**src/rtl/aes_ct_byte_packer.sv**
```systemverilog
// Byte-serial to 128-bit ciphertext block packer: an assembly register fills MSB-first,
// then hands a complete block to a one-entry output register feeding the decrypt core.
module aes_ct_byte_packer #(
    parameter int CNT_W = 16
) (
    input  logic             clk,
    input  logic             rst,
    input  logic [7:0]       byte_in,
    input  logic             byte_vld,
    output logic             byte_rdy,
    output logic [127:0]     ct,
    output logic             ct_vld,
    input  logic             ct_rdy,
    output logic [CNT_W-1:0] blk_cnt,
    output logic [4:0]       fill
);

    logic [127:0]     r_asm;
    logic [4:0]       r_fill;
    logic [127:0]     r_out;
    logic             r_ct_vld;
    logic [CNT_W-1:0] r_blk_cnt;

    logic w_full;
    logic w_byte_xfer;
    logic w_blk_xfer;
    logic w_move;

    // Readiness depends only on fill state, never on byte_vld or ct_rdy.
    assign w_full      = r_fill[4];
    assign w_byte_xfer = byte_vld && !w_full;
    assign w_blk_xfer  = r_ct_vld && ct_rdy;
    assign w_move      = w_full && (!r_ct_vld || w_blk_xfer);

    always_ff @(posedge clk) begin
        if (rst) begin
            r_asm     <= '0;
            r_fill    <= '0;
            r_out     <= '0;
            r_ct_vld  <= 1'b0;
            r_blk_cnt <= '0;
        end else begin
            if (w_move) begin
                r_out    <= r_asm;
                r_ct_vld <= 1'b1;
                r_fill   <= '0;
            end else if (w_blk_xfer) begin
                r_ct_vld <= 1'b0;
            end
            // Shifting in at the bottom leaves the first byte of the block at [127:120]
            // once sixteen bytes have arrived; w_move and w_byte_xfer never coincide.
            if (w_byte_xfer) begin
                r_asm  <= {r_asm[119:0], byte_in};
                r_fill <= r_fill + 5'd1;
            end
            if (w_blk_xfer)
                r_blk_cnt <= r_blk_cnt + {{(CNT_W-1){1'b0}}, 1'b1};
        end
    end

    assign byte_rdy = !w_full;
    assign ct       = r_out;
    assign ct_vld   = r_ct_vld;
    assign blk_cnt  = r_blk_cnt;
    assign fill     = r_fill;

endmodule

```
**config.mk**
```make
export PLATFORM = sky130hd
export DESIGN_NAME = aes_ct_byte_packer
export DESIGN_NICKNAME = d
export VERILOG_FILES = /design/src/rtl/aes_ct_byte_packer.sv
export SDC_FILE = /design/constraint.sdc
export NUM_CORES = 1
export LEC_CHECK = 0
export ABC_AREA = 0
export BUFFER_PORTS_ARGS = -buffer_cell sky130_fd_sc_hd__buf_4
export CAP_MARGIN = 20
export CORE_MARGIN = 2
export CORE_UTILIZATION = 50
export DETAILED_ROUTE_END_ITERATION = 6
export GPL_ROUTABILITY_DRIVEN = 0
export PLACE_DENSITY = 0.72
export SYNTH_ARGS = -nofsm -noshare
export SYNTH_HDL_FRONTEND = slang
export SYNTH_SLANG_ARGS = --single-unit
```
**constraint.sdc**
```tcl
create_clock -name clk -period 2.4 [get_ports clk]
set_input_delay 0.36 -clock clk [delete_from_list [all_inputs] [get_ports clk]]
set_output_delay 0.36 -clock clk [all_outputs]
set_load 0.01 [all_outputs]
```
Word level (Yosys, flattened, before mapping)
Cells that the tools add are included.
- register bits after elaboration: 278
- bits of input ports: 12
- output and inout bits: 151
- logic and storage cells: 19
- add/subtract/negate cells: 2
- muxes and demuxes: 4
- reductions and logical operators: 8
- operators with widths (operator ; number):
    adder 16 x 1 -> 16 bit, second input constant ; 1
    2-to-1 mux 5 bit ; 2
    adder 5 x 1 -> 5 bit, second input constant ; 1
    nonzero test 2 bit ; 2
    logical AND 1 bit ; 3
    zero test 1 bit ; 2
    2-to-1 mux 1 bit ; 2
    logical OR 1 bit ; 1

Depth between registers and ports, before layout
Gate-level depths: netlist of the first run.
- word-level depth: 5
- mapped depth: 6
- depth with buffers taken out: 5

Worst setup path before layout of the first run
Ideal clock, no wire load.
- path kind: register to register
- start: register r_blk_cnt[6] (netlist: blk_cnt[6])
- end: register r_blk_cnt[15] (netlist: blk_cnt[15])
- setup time: 0.070 ns
- arrival: 1.622 ns
- required time: 2.330 ns
- path slack: 0.708 ns
- cell stages (with the launch flop): 5
- path buffers: 0
- clock period less this slack: 1.692 ns
- path through: dfxtp_1 -> nand4_2 -> or4_4 -> or3_1 -> a21oi_1
- cells in the longest elaborated chain, start to end: 1
- RTL lines (element ; RTL line ; source):
    from (decl) ; 22 ; logic [CNT_W-1:0] r_blk_cnt;
    from (signal assigned) ; 57 ; r_blk_cnt <= r_blk_cnt + {{(CNT_W-1){1'b0}}, 1'b1};
    adder 16 x 1 -> 16 bit ; 57 ;
No other way between the ends.
A chain may end at the register's enable or synchronous reset.

Worst setup path in the final report of the first run
Ends and elaborated chain as after synthesis.

==> results of run 1 <==
-- worst min-delay path by stage --
| stage | to | slack (ns) | depth (start not counted) |
|---|---|---|---|
| global placement | ct[87] | 0.44 | 2 |
| CTS | r_asm[7] | 0.06 | 3 |
| global route | r_asm[7] | 0.08 | 3 |
| finish | r_asm[7] | 0.09 | 3 |
| floorplan | ct[120] | 0.43 | 2 |
| detailed placement | ct[64] | 0.45 | 2 |
-- logic make-up (layout without fill, tap and decap cells) --
| family | count (synthesis) | after routing | synth area share [%] |
|---|---|---|---|
| buffers and inverters | 92 | 228 | 3.76 |
| xor gates and xnor gates | 11 | 11 | 0.999 |
| and+or+nand+nor | 571 | 571 | 23.1 |
| AOI/OAI and AO/OA | 273 | 273 | 14.2 |
| DFF | 278 | 278 | 57.7 |
| adders and majority gates | 2 | 2 | 0.259 |
-- worst min-delay path: cells and delay by family --
kind	cells	cell delay, ns
buf+inv	1	0.11
simple gates	1	0.04
compound gates	1	0.05
-- routing by layer --
layer | up-vias | GRT usage [%]
met4 | 0 | 5.73
li1 | 4191 | -
met3 | 38 | 3.12
met5 | - | 0
met1 | 3879 | 30.4
met2 | 196 | 36.4
-- power groups by stage --
stage | Combinational, uW | Clock (uW) | Sequential, uW
floorplan | 144 | 0 | 4750
detailed placement | 217 | 0 | 4750
CTS | 217 | 4410 | 4650
global placement | 217 | 0 | 4750
global route | 238 | 4600 | 4650
finish | 217 | 4320 | 4650
-- per-stage QoR --
stage | cell area, um2 | hold WS, ns
after floorplan | 9650 | 0.432
after global placement | 11100 | 0.443
after detailed placement | 11100 | 0.447
after CTS | 12000 | 0.0643
after global routing | 12000 | 0.0803
final | 12000 | 0.0904
-- cell type report --
| type | count | area [um2] |
|---|---|---|
| multi-input combinational | 857 | 3750 |
| clock inverter | 5 | 100 |
| fill | 1685 | 6810 |
| timing repair buffer | 179 | 1460 |
| tap | 260 | 325 |
| inverter | 3 | 11.3 |
| sequential | 278 | 5570 |
| clock buffer | 41 | 811 |
-- synth_stat cells --
master                     instances  area share [%]
sky130_fd_sc_hd__nand4_2           2            0.26
sky130_fd_sc_hd__nor2b_1           1           0.065
sky130_fd_sc_hd__nand3b_1          1           0.078
sky130_fd_sc_hd__buf_6             2            0.23
sky130_fd_sc_hd__clkbuf_1         82             3.2
sky130_fd_sc_hd__xor2_1            2            0.18
sky130_fd_sc_hd__o21ai_0           5            0.26
sky130_fd_sc_hd__nand4_1           4            0.26
sky130_fd_sc_hd__dfxtp_1         278              58
sky130_fd_sc_hd__inv_1             3            0.12
sky130_fd_sc_hd__nor3_1            4            0.21
sky130_fd_sc_hd__or4_4             1            0.12
sky130_fd_sc_hd__nor2_1           14            0.54
sky130_fd_sc_hd__a21oi_1         268              14
sky130_fd_sc_hd__nand2_1         523              20
sky130_fd_sc_hd__or2_2             2            0.13
sky130_fd_sc_hd__ha_1              2            0.26
sky130_fd_sc_hd__or3_1             4            0.26
sky130_fd_sc_hd__buf_1             3            0.12
sky130_fd_sc_hd__nor4_1            5            0.32
sky130_fd_sc_hd__xnor2_1           9            0.82
sky130_fd_sc_hd__buf_2             2            0.10
sky130_fd_sc_hd__and2_1            1           0.065
sky130_fd_sc_hd__nand2b_1          2            0.13
sky130_fd_sc_hd__nand3_1           7            0.36
-- flip-flops by register name (all words and copies together), names as in the netlist --
signal   cells
blk_cnt     16
fill         5
r_asm      128
ct_vld       1
ct         128
==> results.py, run 1 <==
metrics = {
    "floorplan": {
        "fp.dieH_um": 143,
        "design.core.area_um2": 18800,
        "floorplan.rows": 50,
        "num_io_pins": 163,
        "die_w_um": 143,
        "starting_density_of_the_core_pct": 51.2,
        "die-area_um2": 20400,
    },
    "worst_hold_path": {
        "hold_start": "byte_in[7]",
        "holdCritPathClass": "in2reg",
    },
    "clocking": {
        "clock_tree.buffer_depth": 3,
        "cts-htree-levels": 1,
        "clk_root_buffer_cell": "sky130_fd_sc_hd__clkbuf_16",
        "worstSkewPairLatency_ns": 0.52,
        "clk_pin_slew_worst_setup_hold_paths_ns": 0.06,
        "cts_tree": "built",
        "cts_post_setup_buffers_inserted": 0,
        "cts_repair_resize_count": 0,
        "tritoncts.num_buffers": 28,
        "post_cts_hold_buffer_count": 0,
        "clock_sinks": 278,
    },
    "timing": {
        "fmaxAchievable_mhz": 573,
        "final-hold-violation-count": 0,
        "grt_setup_unrepaired": "false",
        "shortest_clock_period_the_worst_path_allows_after_layout_ns": 1.74,
        "finalClockSkew_ns": 0.00782,
        "drv_slew": 0,
        "finalCritPeriodShare_pct": 72.7,
        "setup-violations-final": 0,
        "max-slew-margin-rel_pct": 69.7,
        "fin_tns_setup_ns": 0,
        "worst_slack_ns": 0.655,
        "tightest_slew_ns": 0.454,
    },
    "global_route": {
        "first_global_vias": 7570,
        "grt_overflow": 0,
        "grt_max_degree": 95,
        "wire_length_of_the_first_global_routing_pass_um": 37200,
        "gr-usage-all-layers_pct": 22.0,
        "initial_antenna_violation_count": 0,
    },
    "yosys": {
        "postSynthRegisterBits": 278,
        "syn-instance-count": 1227,
        "synthDistinctLibCells": 25,
        "mappedNetlistNets": 1241,
        "syn-cell-area_um2": 9650,
        "syn-mean-instance-area_um2": 7.86,
        "synth_warn": 0,
        "synth_sequential_area_ratio_pct": 57.7,
    },
    "route": {
        "vias_per_cell": 5.12,
        "routed-wl-met2_um": 10900,
        "drc": 0,
        "route.met3.wl_um": 1020,
        "routed_wire_length_per_instance_um": 14.1,
        "detailedRoute.firstIterationViolations": 650,
        "detail_route.wirelength.met1_um": 10400,
        "remaining_number_of_nets_flagged_by_the_antenna_check_after_routing": 0,
        "detail_route.first_pass.iterations": 5,
        "drt_wl_total_um": 22800,
        "num_vias": 8304,
        "top_layer_used": "met4",
    },
    "setup_path": {
        "rr_startpoint": "blk_cnt[6]",
        "r2r_worst_path_depth": 4,
        "crit_chain": "nand4_2 > or4_4 > or3_1 > a21oi_1",
        "critical-path-top-delay-family": "simple AND/OR/NAND/NOR gates",
        "worst_path_max_delay_cell": "sky130_fd_sc_hd__or4_4",
        "timing_worst_setup_path_type": "reg2reg",
        "worst-path-stages": 4,
        "critPathBufInv": 0,
        "end_kind": "flip-flop",
        "timing.rr.end": "blk_cnt[15]",
        "worstPathMaxFanout": 6,
        "worst-endpoint-required_ns": 2.85,
        "r2r_setup_slack_ns": 0.66,
        "worst_ep_arrival_time_ns": 2.20,
        "cp-endpoint": "blk_cnt[15]",
        "critical-path-max-stage-delay_ns": 0.57,
        "worst_setup_path_startpoint": "blk_cnt[6]",
        "timing.critical_path.from_type": "flip-flop",
    },
    "power_and_ir_drop": {
        "power.share.clock_pct": 47.1,
        "fin_total_pwr_uw": 9190,
        "power_report.internal_total_uw": 7320,
        "power-per-cell-area_nw_per_um2": 764,
        "power.share.switching_pct": 20.4,
        "cellLeakagePower_uw": 0.00431,
        "switchingPower_uw": 1870,
        "sequentialPowerShare_pct": 50.6,
        "power.share.combinational_pct": 2.4,
        "vdd.ir_drop.worst_v": 0.000583,
    },
    "layout": {
        "drive_gt1_share_pct": 16.6,
        "most-common-layout-cells": "sky130_fd_sc_hd__nand2_1 (522), sky130_fd_sc_hd__dfxtp_1 (278), sky130_fd_sc_hd__a21oi_1 (268), sky130_fd_sc_hd__buf_4 (169), sky130_fd_sc_hd__clkbuf_16 (29)",
        "postLayoutCoreUtil_pct": 63.8,
        "finalNonFillerCells": 1623,
        "most_common_library_cell_in_the_layout_ignoring_fill_and_taps": "sky130_fd_sc_hd__nand2_1",
        "num-nets-final": 1361,
        "syn_to_final_growth_pct": 24.6,
        "antennaDiodeCount": 0,
    },
    "placement": {
        "place_inst": 1577,
        "dp.final_hpwl_um": 14200,
        "place_worst_setup_slack_ns": 0.642,
        "placement.io_buffers": 162,
    },
    "flow_run": {
        "cap_viol_max_count": 0,
    },
    "run_status": {
        "outcome": "finished clean",
    },
}
No activity file was read; power rests on OpenSTA's default activity.
==> run 2: changes to the inputs <==
==> constraint.sdc (replaced) <==
create_clock -name clk -period 1.7 [get_ports clk]
set_input_delay 0.255 -clock clk [delete_from_list [all_inputs] [get_ports clk]]
set_output_delay 0.255 -clock clk [all_outputs]
set_load 0.01 [all_outputs]
==> run 2 against run 1 <==
Compared with the run above:
- via count rose by 0.67%
- clock skew fell by 0.0015 ns
- power rose by 41%
==> results.py, run 2 (synthesis results as in run 1) <==
metrics = {
    "run_status": {
        "outcome": "finished clean",
    },
    "layout": {
        "drive_gt1_share_pct": 17.8,
        "antennaDiodeCount": 0,
        "postLayoutCoreUtil_pct": 65.4,
        "num-nets-final": 1381,
        "most-common-layout-cells": "sky130_fd_sc_hd__nand2_1 (522), sky130_fd_sc_hd__dfxtp_1 (276), sky130_fd_sc_hd__a21oi_1 (268), sky130_fd_sc_hd__buf_4 (174), sky130_fd_sc_hd__clkbuf_16 (29)",
        "syn_to_final_growth_pct": 27.5,
        "finalNonFillerCells": 1649,
        "most_common_library_cell_in_the_layout_ignoring_fill_and_taps": "sky130_fd_sc_hd__nand2_1",
    },
    "clocking": {
        "tritoncts.num_buffers": 28,
        "cts_post_setup_buffers_inserted": 0,
        "clk_pin_slew_worst_setup_hold_paths_ns": 0.06,
        "worstSkewPairLatency_ns": 0.52,
        "clk_root_buffer_cell": "sky130_fd_sc_hd__clkbuf_16",
        "clock_sinks": 278,
        "cts_tree": "built",
        "clock_tree.buffer_depth": 3,
        "cts-htree-levels": 1,
    },
    "power_and_ir_drop": {
        "power-per-cell-area_nw_per_um2": 1060,
        "power.share.switching_pct": 20.7,
        "power_report.internal_total_uw": 10300,
        "sequentialPowerShare_pct": 50.5,
        "switchingPower_uw": 2680,
        "power.share.combinational_pct": 2.6,
        "power.share.clock_pct": 46.9,
        "cellLeakagePower_uw": 0.00446,
        "vdd.ir_drop.worst_v": 0.000829,
    },
    "floorplan": {
        "starting_density_of_the_core_pct": 51.2,
        "num_io_pins": 163,
        "design.core.area_um2": 18800,
        "fp.dieH_um": 143,
        "die_w_um": 143,
        "die-area_um2": 20400,
        "floorplan.rows": 50,
    },
    "setup_path": {
        "end_kind": "primary output",
        "worst_path_max_delay_cell": "sky130_fd_sc_hd__dfxtp_1",
        "worst_ep_arrival_time_ns": 1.34,
        "critical-path-top-delay-family": "flip-flops",
        "critical-path-max-stage-delay_ns": 0.52,
        "timing.critical_path.from_type": "flip-flop",
        "critPathBufInv": 2,
        "crit_chain": "inv_1 > buf_4",
        "worst-endpoint-required_ns": 1.44,
        "timing_worst_setup_path_type": "reg2out",
        "worstPathMaxFanout": 7,
    },
    "timing": {
        "finalClockSkew_ns": 0.00634,
        "setup-violations-final": 0,
        "tightest_slew_ns": 0.406,
        "fin_tns_setup_ns": 0,
        "drv_slew": 0,
        "grt_setup_unrepaired": "false",
        "worst_slack_ns": 0.101,
        "finalCritPeriodShare_pct": 94.1,
        "shortest_clock_period_the_worst_path_allows_after_layout_ns": 1.60,
        "final-hold-violation-count": 0,
        "max-slew-margin-rel_pct": 73.0,
        "fmaxAchievable_mhz": 625,
    },
    "placement": {
        "placement.io_buffers": 162,
        "dp.final_hpwl_um": 14200,
        "place_worst_setup_slack_ns": 0.0349,
        "place_inst": 1589,
    },
    "worst_hold_path": {
        "holdCritPathClass": "in2reg",
    },
    "route": {
        "drt_wl_total_um": 22800,
        "detail_route.first_pass.iterations": 4,
        "vias_per_cell": 5.07,
        "num_vias": 8360,
        "detailedRoute.firstIterationViolations": 485,
        "drc": 0,
        "routed_wire_length_per_instance_um": 13.8,
        "remaining_number_of_nets_flagged_by_the_antenna_check_after_routing": 0,
    },
    "global_route": {
        "grt_max_degree": 71,
        "grt_overflow": 0,
        "initial_antenna_violation_count": 0,
        "wire_length_of_the_first_global_routing_pass_um": 36700,
        "first_global_vias": 7578,
        "gr-usage-all-layers_pct": 21.5,
    },
    "flow_run": {
        "cap_viol_max_count": 0,
    },
}
[run 2: cell types whose count changed in the layout (fill, tap and decap cells not counted)]
cell                            delta
sky130_fd_sc_hd__dlygate4sd3_1     +8
sky130_fd_sc_hd__buf_12            +7
sky130_fd_sc_hd__buf_4             +5
sky130_fd_sc_hd__clkbuf_8          +5
sky130_fd_sc_hd__clkinv_2          +4
sky130_fd_sc_hd__bufinv_16         -2
sky130_fd_sc_hd__dfxtp_1           -2
sky130_fd_sc_hd__dfxtp_2           +2
sky130_fd_sc_hd__clkbuf_1          -1
[run 2: layout make-up]
type / count / area, um2
Clock inverter: 7 / 60.1
Sequential cell: 278 / 5570
Fill cell: 1659 / 6520
Timing Repair Buffer: 199 / 1720
Multi-Input combinational cell: 857 / 3750
Clock buffer: 45 / 876
Inverter: 3 / 11.3
Tap cell: 260 / 325
[run 2: power by group through the flow]
stage          clock network (uW)  registers, uW  logic [uW]
6_report                     6090           6560         340
5_1_grt                      6480           6560         371
3_3_place_gp                    0           6700         326
4_1_cts                      6200           6560         341
3_5_place_dp                    0           6700         326
2_1_floorplan                   0           6700         204
[run 2: path summary, 6_finish.rpt]
path | startpoint | endpoint | slack, ns | cells after the start
worst max register to register | blk_cnt[8] | blk_cnt[15] | 0.11 | 4
worst min-delay path | ct_rdy | blk_cnt[1] | 0.05 | 3
worst max-delay path | fill[4] | byte_rdy | 0.10 | 2
worst min register to register | ct[122] | ct[122] | 0.45 | 2
[run 2: stage by stage]
stage	area [um2]	hold slack (ns)	power [uW]
global placement	11300	0.439	7030
finish	12300	0.0516	13000
global route	12300	0.0585	13400
CTS	12300	0.0356	13100
detailed placement	11300	0.447	7030
floorplan	9650	0.391	6900
[run 2: repair_timing]
item                       4_1_cts  5_1_grt
hold endpoints to repair         8        0
gates resized for setup          0        2
setup endpoints to repair        0        2
hold buffers                     8        0
[run 2: worst reg2reg max path: cells and delay by family, from the launching register on]
family	cells	cell delay [ns]
flops	1	0.38
compound gates	1	0.14
simple gates	3	1.01
[run 2: layer usage]
layer  global-route usage, %  vias up  wire (um)
met5                       0        -          0
met4                    5.37        0        410
met3                    3.45       30       1070
met2                    35.9      179      11000
met1                    29.3     3909      10300
li1                        -     4242          -
